File: config.mk
export PLATFORM = sky130hd
export DESIGN_NAME = proximity_filter
export DESIGN_NICKNAME = d
export VERILOG_FILES = /design/src/rtl/proximity_filter_pkg.sv /design/src/rtl/tick_gen.sv /design/src/rtl/proximity_filter.sv
export SDC_FILE = /design/constraint.sdc
export NUM_CORES = 1
export LEC_CHECK = 0
export CAP_MARGIN = 25
export CORE_ASPECT_RATIO = 0.5
export CORE_UTILIZATION = 35
export CTS_CLUSTER_DIAMETER = 50
export DETAILED_ROUTE_END_ITERATION = 8
export PLACE_DENSITY = 0.61
export SYNTH_ARGS = -nofsm -noshare
export SYNTH_HDL_FRONTEND = slang
export SYNTH_SLANG_ARGS = --single-unit
File: constraint.sdc
create_clock -name clk -period 4.2 [get_ports clk]
set_clock_uncertainty 0.15 [all_clocks]
set_input_delay 1.05 -clock clk [delete_from_list [all_inputs] [get_ports clk]]
set_output_delay 1.05 -clock clk [all_outputs]
set_load 0.005 [all_outputs]
File: src/rtl/proximity_filter_pkg.sv
// Shared definitions for the proximity filter.
//   state_e   : FSM state encoding, also exported on state_dbg
//   MS_PER_S  : milliseconds per second, used for dwell scaling
//   max_int   : constant-foldable max, used to size counters
package proximity_filter_pkg;

  typedef enum logic [2:0] {
    ST_IDLE      = 3'd0,
    ST_ARMING    = 3'd1,
    ST_PRESENT   = 3'd2,
    ST_RELEASING = 3'd3,
    ST_COOLDOWN  = 3'd4
  } state_e;

  localparam int MS_PER_S = 1000;

  function automatic int max_int(input int a, input int b);
    return (a > b) ? a : b;
  endfunction

endpackage

File: src/rtl/tick_gen.sv
// Free-running prescaler producing a one-cycle tick every DIV cycles.
// Ports:
//   clk   : system clock
//   rst_n : asynchronous active-low reset
//   tick  : registered one-cycle pulse, period DIV cycles
module tick_gen #(
  parameter int DIV = 50000
) (
  input  logic clk,
  input  logic rst_n,
  output logic tick
);

  localparam int            CW   = (DIV > 1) ? $clog2(DIV) : 1;
  localparam logic [CW-1:0] LAST = CW'(DIV - 1);

  logic [CW-1:0] cnt_q;

  // NOTE: sequential state is always written with non-blocking assignments so
  // every register samples the pre-edge value of its inputs.
  always_ff @(posedge clk or negedge rst_n) begin
    if (!rst_n) begin
      cnt_q <= '0;
      tick  <= 1'b0;
    end else begin
      if (cnt_q == LAST) cnt_q <= '0;
      else               cnt_q <= cnt_q + CW'(1);
      tick <= (cnt_q == LAST);
    end
  end

endmodule

File: src/rtl/proximity_filter.sv
// Debounces a raw object-detect level sampled on sensor strobes into a
// presence state with approach/leave/hold events, dwell seconds and a
// missing-strobe fault.
// Ports:
//   clk, rst_n      : clock, asynchronous active-low reset
//   sample_strobe   : one-cycle pulse marking a new measurement
//   object_raw      : raw detect level, asynchronous to clk
//   present         : debounced presence level
//   approach_pulse  : one cycle when presence is declared
//   leave_pulse     : one cycle on entry to cooldown
//   hold_pulse      : one cycle when a visit reaches HOLD_MS (once per visit)
//   dwell_s         : whole seconds of current/last visit, saturating
//   sensor_fault    : no strobe for STROBE_TO_MS
//   state_dbg       : current state encoding
module proximity_filter
  import proximity_filter_pkg::*;
#(
  parameter int CLK_FREQ     = 50000000,
  parameter int N_ON         = 4,
  parameter int N_OFF        = 4,
  parameter int HOLD_MS      = 2000,
  parameter int COOLDOWN_MS  = 1000,
  parameter int STROBE_TO_MS = 100,
  parameter int DWELL_W      = 8
) (
  input  logic               clk,
  input  logic               rst_n,
  input  logic               sample_strobe,
  input  logic               object_raw,
  output logic               present,
  output logic               approach_pulse,
  output logic               leave_pulse,
  output logic               hold_pulse,
  output logic [DWELL_W-1:0] dwell_s,
  output logic               sensor_fault,
  output logic [2:0]         state_dbg
);

  localparam int MS_MAX = max_int(HOLD_MS, max_int(COOLDOWN_MS, STROBE_TO_MS));
  localparam int MS_W   = $clog2(MS_MAX + 1);
  localparam int CNT_W  = $clog2(max_int(N_ON, N_OFF) + 1);
  localparam int SEC_W  = $clog2(MS_PER_S);

  localparam logic [MS_W-1:0]  HOLD_LIM = MS_W'(HOLD_MS);
  localparam logic [MS_W-1:0]  CD_LIM   = MS_W'(COOLDOWN_MS);
  localparam logic [MS_W-1:0]  GAP_LIM  = MS_W'(STROBE_TO_MS);
  localparam logic [CNT_W-1:0] ON_LIM   = CNT_W'(N_ON);
  localparam logic [CNT_W-1:0] OFF_LIM  = CNT_W'(N_OFF);
  localparam logic [SEC_W-1:0] SEC_LAST = SEC_W'(MS_PER_S - 1);

  logic tick;

  tick_gen #(.DIV(CLK_FREQ / 1000)) u_tick (
    .clk   (clk),
    .rst_n (rst_n),
    .tick  (tick)
  );

  // Two-flop synchronizer; obj is the only view of object_raw used below.
  logic obj_meta, obj;

  always_ff @(posedge clk or negedge rst_n) begin
    if (!rst_n) begin
      obj_meta <= 1'b0;
      obj      <= 1'b0;
    end else begin
      obj_meta <= object_raw;
      obj      <= obj_meta;
    end
  end

  // ms_q times the visit (towards HOLD_MS) and is reused in COOLDOWN.
  state_e             state_q, state_n;
  logic [CNT_W-1:0]   cnt_q, cnt_n;
  logic [MS_W-1:0]    ms_q, ms_n;
  logic [MS_W-1:0]    gap_q, gap_n;
  logic [SEC_W-1:0]   sec_q, sec_n;
  logic [DWELL_W-1:0] dwell_n;
  logic               hold_done_q, hold_done_n;
  logic               fault_n, approach_n, leave_n, hold_n;
  logic               timeout, go_present, go_cooldown, in_visit;

  // NOTE: every variable assigned in this block gets a default first, so no
  // path can leave one unassigned and infer a latch.
  always_comb begin
    state_n     = state_q;
    cnt_n       = cnt_q;
    ms_n        = ms_q;
    gap_n       = gap_q;
    sec_n       = sec_q;
    dwell_n     = dwell_s;
    hold_done_n = hold_done_q;
    fault_n     = sensor_fault;
    approach_n  = 1'b0;
    leave_n     = 1'b0;
    hold_n      = 1'b0;
    timeout     = 1'b0;
    go_present  = 1'b0;
    go_cooldown = 1'b0;
    in_visit    = (state_q == ST_PRESENT) || (state_q == ST_RELEASING);

    // Strobe watchdog: a sample in the same cycle always beats the timeout.
    if (sample_strobe) begin
      gap_n   = '0;
      fault_n = 1'b0;
    end else if (tick && gap_q != GAP_LIM) begin
      gap_n = gap_q + MS_W'(1);
      if (gap_n == GAP_LIM) begin
        timeout = 1'b1;
        fault_n = 1'b1;
      end
    end

    // Visit timing keeps running through RELEASING.
    if (in_visit && tick) begin
      if (ms_q != HOLD_LIM) begin
        ms_n = ms_q + MS_W'(1);
        if (ms_n == HOLD_LIM && !hold_done_q) begin
          hold_n      = 1'b1;
          hold_done_n = 1'b1;
        end
      end
      if (sec_q == SEC_LAST) begin
        sec_n = '0;
        if (dwell_s != '1) dwell_n = dwell_s + DWELL_W'(1);
      end else begin
        sec_n = sec_q + SEC_W'(1);
      end
    end

    unique case (state_q)
      ST_IDLE: begin
        if (sample_strobe && obj) begin
          if (N_ON == 1) go_present = 1'b1;
          else begin
            state_n = ST_ARMING;
            cnt_n   = CNT_W'(1);
          end
        end else if (timeout) begin
          cnt_n = '0;
        end
      end
      ST_ARMING: begin
        if (sample_strobe) begin
          if (obj) begin
            cnt_n = cnt_q + CNT_W'(1);
            if (cnt_n == ON_LIM) go_present = 1'b1;
          end else begin
            state_n = ST_IDLE;
            cnt_n   = '0;
          end
        end else if (timeout) begin
          state_n = ST_IDLE;
          cnt_n   = '0;
        end
      end
      ST_PRESENT: begin
        if (sample_strobe && !obj) begin
          if (N_OFF == 1) go_cooldown = 1'b1;
          else begin
            state_n = ST_RELEASING;
            cnt_n   = CNT_W'(1);
          end
        end else if (timeout) begin
          go_cooldown = 1'b1;
        end
      end
      ST_RELEASING: begin
        if (sample_strobe) begin
          if (obj) begin
            state_n = ST_PRESENT;
            cnt_n   = '0;
          end else begin
            cnt_n = cnt_q + CNT_W'(1);
            if (cnt_n == OFF_LIM) go_cooldown = 1'b1;
          end
        end else if (timeout) begin
          go_cooldown = 1'b1;
        end
      end
      ST_COOLDOWN: begin
        // Samples are ignored here; only ticks move the state on.
        if (ms_q >= CD_LIM) begin
          state_n = ST_IDLE;
          cnt_n   = '0;
        end else if (tick) begin
          ms_n = ms_q + MS_W'(1);
          if (ms_n == CD_LIM) begin
            state_n = ST_IDLE;
            cnt_n   = '0;
          end
        end
      end
      default: state_n = ST_IDLE;
    endcase

    if (go_present) begin
      state_n     = ST_PRESENT;
      approach_n  = 1'b1;
      cnt_n       = '0;
      ms_n        = '0;
      sec_n       = '0;
      dwell_n     = '0;
      hold_done_n = 1'b0;
    end
    // hold_n is left as computed so hold and leave may coincide.
    if (go_cooldown) begin
      state_n = ST_COOLDOWN;
      leave_n = 1'b1;
      cnt_n   = '0;
      ms_n    = '0;
    end
  end

  always_ff @(posedge clk or negedge rst_n) begin
    if (!rst_n) begin
      state_q        <= ST_IDLE;
      cnt_q          <= '0;
      ms_q           <= '0;
      gap_q          <= '0;
      sec_q          <= '0;
      hold_done_q    <= 1'b0;
      dwell_s        <= '0;
      sensor_fault   <= 1'b0;
      present        <= 1'b0;
      approach_pulse <= 1'b0;
      leave_pulse    <= 1'b0;
      hold_pulse     <= 1'b0;
    end else begin
      state_q        <= state_n;
      cnt_q          <= cnt_n;
      ms_q           <= ms_n;
      gap_q          <= gap_n;
      sec_q          <= sec_n;
      hold_done_q    <= hold_done_n;
      dwell_s        <= dwell_n;
      sensor_fault   <= fault_n;
      present        <= (state_n == ST_PRESENT) || (state_n == ST_RELEASING);
      approach_pulse <= approach_n;
      leave_pulse    <= leave_n;
      hold_pulse     <= hold_n;
    end
  end

  assign state_dbg = state_q;

endmodule
==> impl_metrics.ini <==
[critical_path]
timing_worst_setup_path_type = in2reg
register_to_register_setup_slack_ns = 1.33
end_kind = register
largest_fanout_on_the_critical_path = 10
worst_path_cell_trace = clkdlybuf4s50_1, nand2_1, or4b_1, a211oi_1, and2b_1, o22ai_1, nand2_1, o21ai_1
path_common_cell = sky130_fd_sc_hd__nand2_1
data_required_time_at_the_worst_endpoint_ns = 4.27
cp-start-kind = input pin
rr_startpoint = gap_q[0]
critical_path.slowest_cell = sky130_fd_sc_hd__or4b_1
setup.worst_path.start = sample_strobe
critPathArrivalTime_ns = 3.19
critical_path.max_stage_delay_ns = 0.73

[final_layout]
num-nets-final = 459
fill_cells = 1018
layout.cells.non_filler = 590
insertedDiodeCount = 0
area_delta_synth_final_pct = 17.0
multi_input_area_um2 = 2010
seq_area_um2 = 1780
post_route_cells_drive_above_1_share_pct = 7.11

[yosys]
muxShareOfSynthArea_pct = 0.541
synth_fa_ha_area_share_pct = 3.18
ys_seq_area_share_pct = 45.2
synthTopCellsByArea = sky130_fd_sc_hd__dfrtp_1, sky130_fd_sc_hd__xor2_1, sky130_fd_sc_hd__nor2_1
synth_edf_count = 0
synth_top_cell_area_share_pct = 45.2
synth_top_flop_cell = sky130_fd_sc_hd__dfrtp_1
syn-num-nets = 441
syn-cell-area_um2 = 3930
synth_cell_types = 59
synth_area_leader_cell = sky130_fd_sc_hd__dfrtp_1
ys_seq_elements = 71
synth_warnings = 0
async_reset_ff_share_pct = 100
synth-compound-area-share_pct = 12.2
post_synth_inst_count = 427
dominant_combinational_cell_family_by_area_after_synthesis = simple AND/OR/NAND/NOR gates
post_synth_xor_area_fraction_pct = 9.81
synth-simple-area-share_pct = 25.6
syn-mean-instance-area_um2 = 9.20

[cts]
cts_repair_resize_count = 0
cts_root_buffer = sky130_fd_sc_hd__clkbuf_16
post-cts-setup-buffers = 0
holdBufCountCts = 0
clock-sinks = 71
cts.path.max_buffers = 2
tritoncts_clock_tree = yes
ctsHtreeMaxLevel = 3
clk_pin_slew_ns = 0.06
insertion_delay_ns = 0.33
cts_bufs_inserted = 9

[grt]
grtUsageTotal_pct = 14.7
maximum_number_of_pins_on_one_net_before_global_route_repair = 72
busiest_layer = met2
use_met3_pct = 4.58
grt-ovfl-total = 0
first_pass_grt_wire_length_mm = 13.8
number_of_global_route_vias_before_repair = 2804
met2_usage_pct = 21.0
met1_usage_in_global_routing_pct = 20.8
grt_antenna_before_repair = 0

[floorplan]
ios = 20
width_of_the_die_um = 152
fp-row-count = 26
floorplan.initialDensity_pct = 37.3
coreArea_um2 = 10500
die_height_um = 76.9
die-area_um2 = 11700

[power]
cellLeakagePower_nw = 1.94
power.ir.vdd_worst_v = 0.000209
power.density_nw_per_um2 = 504

[status]
run_status = finished, final reports clean

[routing]
vias = 3031
routed_wire_length_per_instance_um = 13.2
drc = 0
drt_pass1_iterations = 4
routed_via_density = 5.14
ant_nets = 0
drt-total-wl_mm = 7.78
drt_first_iter_violations = 183

[hold_path]
hold_start = obj_meta
holdCritPathClass = reg2reg

[timing]
tightest_slew_ns = 0.890
maxSlewViolCount = 0
setup_tns_ns = 0
finalSetupViolCount = 0
post-route-period-util_pct = 74.3
fin_hold_ws_ns = 0.196
slew-limit-headroom_pct = 40.7
clock.fmax_mhz = 320
grt_setup_unrepaired = false
finalCriticalPeriod_ns = 3.12
timing_hold_violations_final = 0

[job]
drv_cap = 0

[place]
place_congestion = 0.812
place.port_buffers = 19
dp.final_hpwl_mm = 5.31
placed_cells = 574
[final timing paths]
| path | to | cells after the start |
|---|---|---|
| setup / recovery | sec_q[9] | 8 |
| hold / removal | obj | 0 |
| setup reg to reg | state_dbg[0] | 9 |
| hold reg to reg | obj | 0 |
| max in group asynchronous | sec_q[4] | 1 |
| min in group asynchronous | gap_q[1] | 1 |
[sequential cells by signal, indices dropped and copies added (netlist names)]
name and flops:
u_tick.cnt_q 16, gap_q 11, ms_q 11, sec_q 10, dwell_s 8, cnt_q 3, state_dbg 3, approach_pulse 1
hold_done_q 1, hold_pulse 1, leave_pulse 1, obj 1, obj_meta 1, present 1, sensor_fault 1, u_tick.tick 1
[where the power goes]
group	switching (mW)	internal [mW]
clock	0.291	0.612
combinational	0.226	0.229
sequential	0.165	0.791
[cells in the final DEF (no fill, tap or decap), types with 5 or more instances in the layout]
cell	netlist	final
sky130_fd_sc_hd__dfrtp_1	71	71
sky130_fd_sc_hd__nor2_1	58	58
sky130_fd_sc_hd__nand2_1	39	39
sky130_fd_sc_hd__xor2_1	27	27
sky130_fd_sc_hd__nand3_1	25	25
sky130_fd_sc_hd__o21ai_0	20	20
sky130_fd_sc_hd__a21oi_1	20	20
sky130_fd_sc_hd__clkdlybuf4s50_1	0	18
sky130_fd_sc_hd__xnor2_1	17	17
sky130_fd_sc_hd__inv_1	15	15
sky130_fd_sc_hd__nand4_1	13	13
sky130_fd_sc_hd__ha_1	10	10
sky130_fd_sc_hd__clkbuf_16	0	9
sky130_fd_sc_hd__and3_1	8	8
sky130_fd_sc_hd__or3_1	5	5
sky130_fd_sc_hd__nor3_1	5	5
sky130_fd_sc_hd__nand2b_1	5	5
sky130_fd_sc_hd__buf_4	1	5
[synthesized netlist by cell type (3+ instances only)]
cell type and number:
sky130_fd_sc_hd__nor2_1 58, sky130_fd_sc_hd__nand3_1 25, sky130_fd_sc_hd__xor2_1 27, sky130_fd_sc_hd__ha_1 10, sky130_fd_sc_hd__nand2_1 39, sky130_fd_sc_hd__nor2b_1 4, sky130_fd_sc_hd__and2_1 4, sky130_fd_sc_hd__dfrtp_1 71
sky130_fd_sc_hd__and2b_1 3, sky130_fd_sc_hd__a211o_1 3, sky130_fd_sc_hd__nor4_1 3, sky130_fd_sc_hd__nor3_1 5, sky130_fd_sc_hd__o21a_1 3, sky130_fd_sc_hd__or3_1 5, sky130_fd_sc_hd__o31ai_1 3, sky130_fd_sc_hd__nand4_1 13
sky130_fd_sc_hd__o21ai_0 20, sky130_fd_sc_hd__and3_1 8, sky130_fd_sc_hd__nand2b_1 5, sky130_fd_sc_hd__a21oi_1 20, sky130_fd_sc_hd__clkbuf_1 6, sky130_fd_sc_hd__buf_2 8, sky130_fd_sc_hd__or4_1 3, sky130_fd_sc_hd__xnor2_1 17
sky130_fd_sc_hd__nand3b_1 3, sky130_fd_sc_hd__and4_1 3, sky130_fd_sc_hd__inv_1 15
[logic make-up after synthesis]
| kind of cell | Yosys count |
|---|---|
| AOI/OAI and AO/OA | 73 |
| xor gates and xnor gates | 44 |
| adders and majority gates | 10 |
| buffers and inverters | 31 |
| DFF | 71 |
| muxes | 2 |
| and+or+nand+nor | 196 |
[area by class of cell]
type | count | share of cell area (%)
clock buffer | 11 | 5.50
inverter | 15 | 1.22
tap | 140 | 3.81
sequential | 71 | 38.6
multi-input combinational | 325 | 43.8
timing repair buffer | 23 | 4.74
clock inverter | 5 | 2.26
[critical path, delay by kind of cell]
kind,cells,cell delay [ns]
buffers and inverters,1,0.49
AND/OR/NAND/NOR,4,1.13
AO/OA/AOI/OAI,3,0.53
[per-layer routing]
layer | share of wire (%) | vias to the layer above
met5 | 0 | -
met4 | 1.3 | 0
met3 | 4.0 | 8
met2 | 43 | 40
met1 | 52 | 1450
li1 | - | 1533
[stage by stage]
step                      utilization (%)  setup slack (ns)  power [mW]  cell area (um2)
final                                43.6              1.08        2.32             4600
after global routing                 43.6             0.941        2.46             4600
after CTS                            43.6              1.08        2.34             4600
after detailed placement             40.2             0.717        1.42             4240
after global placement               40.2             0.773        1.41             4240
after floorplan                         -              1.48        1.28             3930
No activity file was read; power rests on OpenSTA's default activity.
